`src/rtl/mem_port_arbiter.sv`:
```
`default_nettype none
// mem_port_arbiter - round-robin sharing of the memory data port between core (A) and host loader (B), rev 1.0
// Define ARB_STATS_EN to add saturating per-requester grant counters (gnt_cnt_a / gnt_cnt_b).
module mem_port_arbiter #(
  parameter int ADDR_W = 16,
  parameter int DATA_W = 16,
  parameter int CNT_W  = 16
) (
  input  logic              clk,
  input  logic              rst,
  input  logic              a_req,
  input  logic              a_we,
  input  logic [ADDR_W-1:0] a_addr,
  input  logic [DATA_W-1:0] a_wdata,
  output logic              a_gnt,
  output logic              a_stall,
  output logic              a_rvalid,
  output logic [DATA_W-1:0] a_rdata,
  input  logic              b_req,
  input  logic              b_we,
  input  logic [ADDR_W-1:0] b_addr,
  input  logic [DATA_W-1:0] b_wdata,
  output logic              b_gnt,
  output logic              b_rvalid,
  output logic [DATA_W-1:0] b_rdata,
  output logic              mem_en,
  output logic              mem_we,
  output logic [ADDR_W-1:0] mem_addr,
  output logic [DATA_W-1:0] mem_wdata,
  input  logic [DATA_W-1:0] mem_rdata
`ifdef ARB_STATS_EN
  ,
  output logic [CNT_W-1:0]  gnt_cnt_a,
  output logic [CNT_W-1:0]  gnt_cnt_b
`endif
);

  logic last_b_q, last_b_d;
  logic rd_a_q, rd_a_d;
  logic rd_b_q, rd_b_d;

  always_ff @(posedge clk or posedge rst) begin
    if (rst) begin
      last_b_q <= 1'b1;
      rd_a_q   <= 1'b0;
      rd_b_q   <= 1'b0;
    end else begin
      last_b_q <= last_b_d;
      rd_a_q   <= rd_a_d;
      rd_b_q   <= rd_b_d;
    end
  end

  // On a tie the requester that was not served most recently wins.
  always_comb begin
    a_gnt = 1'b0;
    b_gnt = 1'b0;
    if (a_req && b_req) begin
      a_gnt = last_b_q;
      b_gnt = ~last_b_q;
    end else begin
      a_gnt = a_req;
      b_gnt = b_req;
    end
  end

  always_comb begin
    last_b_d = last_b_q;
    if (a_gnt) begin
      last_b_d = 1'b0;
    end else if (b_gnt) begin
      last_b_d = 1'b1;
    end
    rd_a_d = a_gnt & ~a_we;
    rd_b_d = b_gnt & ~b_we;
  end

  always_comb begin
    mem_en    = a_gnt | b_gnt;
    mem_we    = 1'b0;
    mem_addr  = '0;
    mem_wdata = '0;
    if (a_gnt) begin
      mem_we    = a_we;
      mem_addr  = a_addr;
      mem_wdata = a_wdata;
    end else if (b_gnt) begin
      mem_we    = b_we;
      mem_addr  = b_addr;
      mem_wdata = b_wdata;
    end
  end

  assign a_stall  = a_req & ~a_gnt;
  assign a_rvalid = rd_a_q;
  assign b_rvalid = rd_b_q;
  assign a_rdata  = rd_a_q ? mem_rdata : '0;
  assign b_rdata  = rd_b_q ? mem_rdata : '0;

`ifdef ARB_STATS_EN
  localparam logic [CNT_W-1:0] CNT_ONE = {{(CNT_W-1){1'b0}}, 1'b1};

  logic [CNT_W-1:0] cnt_a_q, cnt_a_d;
  logic [CNT_W-1:0] cnt_b_q, cnt_b_d;

  always_ff @(posedge clk or posedge rst) begin
    if (rst) begin
      cnt_a_q <= '0;
      cnt_b_q <= '0;
    end else begin
      cnt_a_q <= cnt_a_d;
      cnt_b_q <= cnt_b_d;
    end
  end

  always_comb begin
    cnt_a_d = cnt_a_q;
    cnt_b_d = cnt_b_q;
    if (a_gnt && (cnt_a_q != '1)) begin
      cnt_a_d = cnt_a_q + CNT_ONE;
    end
    if (b_gnt && (cnt_b_q != '1)) begin
      cnt_b_d = cnt_b_q + CNT_ONE;
    end
  end

  assign gnt_cnt_a = cnt_a_q;
  assign gnt_cnt_b = cnt_b_q;
`else
  // CNT_W only sizes the statistics counters; still reject nonsense values.
  if (CNT_W < 1) begin : g_cnt_w_chk
    $error("CNT_W must be at least 1");
  end
`endif

endmodule
`default_nettype wire
```
`config.mk`:
```
export PLATFORM = sky130hd
export DESIGN_NAME = mem_port_arbiter
export DESIGN_NICKNAME = d
export VERILOG_FILES = /design/src/rtl/mem_port_arbiter.sv
export SDC_FILE = /design/constraint.sdc
export NUM_CORES = 1
export LEC_CHECK = 0
export ABC_AREA = 1
export CAP_MARGIN = 10
export CORE_MARGIN = 2
export CORE_UTILIZATION = 22
export DETAILED_ROUTE_END_ITERATION = 6
export PLACE_DENSITY = 0.89
export SLEW_MARGIN = 10
export SYNTH_ARGS = -nofsm -noshare
export SYNTH_HDL_FRONTEND = slang
export SYNTH_SLANG_ARGS = --single-unit
```
`constraint.sdc`:
```
create_clock -name clk -period 1.3 [get_ports clk]
set_input_delay 0.26 -clock clk [delete_from_list [all_inputs] [get_ports clk]]
set_output_delay 0.26 -clock clk [all_outputs]
set_load 0.01 [all_outputs]
```
# Word-level counts from Yosys, hierarchy flattened
# Index checks and enable logic that the tools add are counted.
dict set report word_totals {
  ff_bits 3
  wordCells 25
  input_bits 86
}
dict set report classes {
  n_mux 12
  n_reduce_logical 2
  bitwise_logic 8
}
# cell count
set op_table {}
lappend op_table {{$mux 16} 6}
lappend op_table {{$mux 1} 6}
lappend op_table {{$not 1->1} 4}
lappend op_table {{$and 1x1->1} 3}
lappend op_table {{$reduce_bool 2->1} 1}
lappend op_table {{$logic_and 1x1->1} 1}
lappend op_table {{$or 1x1->1} 1}

# Depth between registers and ports, before layout
dict set report logic_depth {
  word_depth 4
  depth_mapped 6
  mapped_depth_nobuf 5
}

# Least setup slack after synthesis
# OpenSTA, ideal clock, no wires.
dict set report synth_path {
  path_type {register to output}
  from {register last_b_q}
  to {output port mem_addr[10]}
  path_slack_ns 0.016
  n_path_buf 1
  path_stages_with_launch 6
  required_ns 1.040
  t_arrival_ns 1.024
  cell_sequence {dfstp_2 -> nand2_2 -> nand2_4 -> buf_6 -> nand3_1 -> nand2_1}
}
dict set report synth_between {
  elab_chain_len 4
  elab_cells_between_ends 5
  classes_between {4 x mux; 1 x bitwise}
}
# element line
set synth_rtl {}
lappend synth_rtl {{from (decl)} 38} ;# logic last_b_q, last_b_d;
lappend synth_rtl {{from (signal assigned)} 48} ;# last_b_q <= last_b_d;
lappend synth_rtl {{$not 1->1} 60} ;# b_gnt = ~last_b_q;
lappend synth_rtl {{$mux 1} 58} ;# if (a_req && b_req) begin
lappend synth_rtl {{$mux 16} 87} ;# end else if (b_gnt) begin
lappend synth_rtl {{$mux 16 (*)} 83} ;# if (a_gnt) begin
lappend synth_rtl {{to (decl)} 28} ;# output logic [ADDR_W-1:0] mem_addr,
# Every way passes the cells marked *; elsewhere a longest branch is shown, timed or not.

# Final worst setup path
dict set report layout_path {
  from {register last_b_q}
  to {output port mem_wdata[1]}
}
dict set report layout_between {
  elab_chain_len 4
  elab_cells_between_ends 5
  classes_between {4 x mux; 1 x bitwise}
}
# element line
set layout_rtl {}
lappend layout_rtl {{$not 1->1} 60}
lappend layout_rtl {{$mux 1} 58}
lappend layout_rtl {{$mux 16} 87}
lappend layout_rtl {{$mux 16 (*)} 83}
lappend layout_rtl {{to (decl)} 29} ;# output logic [DATA_W-1:0] mem_wdata,
# Marks and branches as above.

==> results.cfg <==
[run_status]
status = complete, but fails checks
violations = setup timing

[global_routing]
antenna_found_initial = 0
grt_pass1_wl_mm = 8.38
grt_max_degree = 24
grt_pass1_vias = 1809
gr-usage-all-layers_pct = 20.2
grt_overflow_total = 0

[worst_setup_path]
crit_path_max_fanout = 21
cp-end-kind = output pin
worstSetupPathType = reg -> out
critPathLaunchType = flip-flop
worstPathRequired_ns = 1.04
slowest_stage = dfstp_2
worstPathCellList = nand2_4 > buf_4 > buf_12 > nand3_1 > nand2_1 > buf_2
crit_path_max_incr_delay_ns = 0.55
critPathArrivalTime_ns = 1.41

[placed_design]
place.gp.congestion = 0.757
dp_cells = 406
dp_slack_ns = -0.919
port_buffers = 156
place_hpwl_mm = 3.83

[yosys]
avgSynthCellArea_um2 = 4.90
synthesis.nets = 285
synth-seq-cells = 3
synthDistinctLibCells = 15
synthCells = 199
netlist_area_um2 = 975
synth-warning-count = 0
yosysSeqAreaShare_pct = 7.83

[hold_path]
hold_path_class = in -> async

[clocking]
clock_path_buffers = 2
cts_buffers = 3
cts_tree = yes
clk_pin_slew_worst_paths_ns = 0.03
clk_latency_ns = 0.21
clock-sinks = 3
root_buffer = clkbuf_8
h-tree-depth = 1

[layout]
drive_above_1_share_pct = 48.0
syn_to_final_growth_pct = 214
stdcell_count = 425
utilization_pct = 70.7
diodes = 0
final_nets = 460

[timing]
min_period_over_period_pct = 128
finalCriticalPeriod_ns = 1.67
tightest_slew_ns = 0.240
fin_ws_ns = -0.369
skew_ns = 0.000176
finalSetupViolCount = 58
slew_viol_final = 0
rsz0062_at_grt = yes
timing.slew.headroom_pct = 84.0
hold_viol_final = 0
fmax_mhz = 599

[routing]
drt-pass1-iter-count = 4
viasPerCell = 4.72
drtIter0Drc = 68
routed_wirelength_mm = 6.05
wl_per_cell_um = 14.2
num_vias = 2004
ant_nets = 0
drc = 0

[power_and_ir_drop]
p_leak_uw = 0.00187
p_per_area_nw_per_um2 = 523
p_total_uw = 1600
peakVddDrop_mv = 0.298

[die]
chipHeight_um = 70.6
core_um2 = 4320
io_pins = 157
dieArea_um2 = 4980
initial_core_util_pct = 22.5
die_x_um = 70.6
std_cell_rows = 24

[flow_run]
cap_violations = 0
==> Yosys cell counts <==
| master | instances | area share (%) |
|---|---|---|
| nor3_1 | 1 | 0.51 |
| nand2_1 | 68 | 26 |
| buf_2 | 8 | 4.1 |
| nand2_4 | 2 | 2.3 |
| inv_1 | 39 | 15 |
| buf_6 | 6 | 6.9 |
| nor2_1 | 1 | 0.38 |
| nand2_2 | 1 | 0.64 |
| inv_2 | 1 | 0.38 |
| nand3_1 | 65 | 33 |
| dfrtp_1 | 2 | 5.1 |
| clkbuf_1 | 2 | 0.77 |
| dfstp_2 | 1 | 2.7 |
| buf_4 | 1 | 0.77 |
| o21a_1 | 1 | 0.77 |
==> worst paths after layout <==
kind / cells past startpoint / startpoint / to / slack [ns]
max: 6 / last_b_q / mem_wdata[1] / -0.37
min: 2 / rst / a_rvalid / 0.22
max reg2reg: 6 / last_b_q / a_rvalid / 0.06
min reg2reg: 3 / last_b_q / last_b_q / 0.78
max in group asynchronous: 2 / rst / last_b_q / 0.88
min in group clk: 4 / a_req / last_b_q / 0.53
==> critical path: cells and delay by family (launching register included) <==
kind / cells / cell delay (ns)
buffers and inverters: 3 / 0.42
flip-flops: 1 / 0.55
AND/OR/NAND/NOR: 3 / 0.22
==> power by group <==
| part | switching, uW | internal [uW] |
|---|---|---|
| Combinational | 527 | 685 |
| Sequential | 11.7 | 107 |
| Clock | 59.0 | 209 |
==> layout make-up <==
type                       instances  area, um^2
timing repair buffer             187        1860
sequential                         3        78.8
tap                               52        65.1
clock buffer                       4        45.0
fill                             341        1270
multi-input combinational        139         857
inverter                          40         155
==> stage by stage <==
stage	area (um^2)	hold WS (ns)	TNS, ns
finish	3060	0.215	-13.30
global route	3060	0.244	-15.80
CTS	2680	0.223	-13.29
detailed placement	2660	0.446	-43.03
global placement	2660	0.435	-41.98
floorplan	975	0.0129	0
==> cells by family after synthesis <==
kind of cell / Yosys count / share of synthesized area (%)
compound gates: 1 / 0.771
buf+inv: 57 / 28.0
flops: 3 / 7.83
simple gates: 138 / 63.4
==> layout by cell type (no fill, tap or decap), types with 3 or more instances in the layout <==
master           instances
clkdlybuf4s50_1         72
nand3_1                 52
buf_2                   46
nand2_1                 37
buf_6                   32
inv_2                   20
inv_1                   18
nand2_2                 17
nand2_4                 16
nand3_2                 13
dlymetal6s2s_1          11
buf_4                   10
buf_12                   7
clkbuf_8                 3
buf_8                    3
==> flip-flops by register name (all words and copies together), names as in the netlist <==
signal / count
a_rvalid: 1
b_rvalid: 1
last_b_q: 1
==> routing by layer <==
metal | GRT usage, % | routed length, um
met1 | 21.1 | 2140
met2 | 40.9 | 3380
met3 | 3.70 | 435
met4 | 5.24 | 89
met5 | 0 | 0
==> what timing repair did <==
action | CTS | global route
pin swaps | 7 | 8
setup buffers | 9 | 2
endpoints found under the setup margin | 72 | 70
hold buffers | 0 | 0
resized for setup | 330 | 103
cloned | 4 | 2
Note: power is estimated with default switching activity, not from simulation.
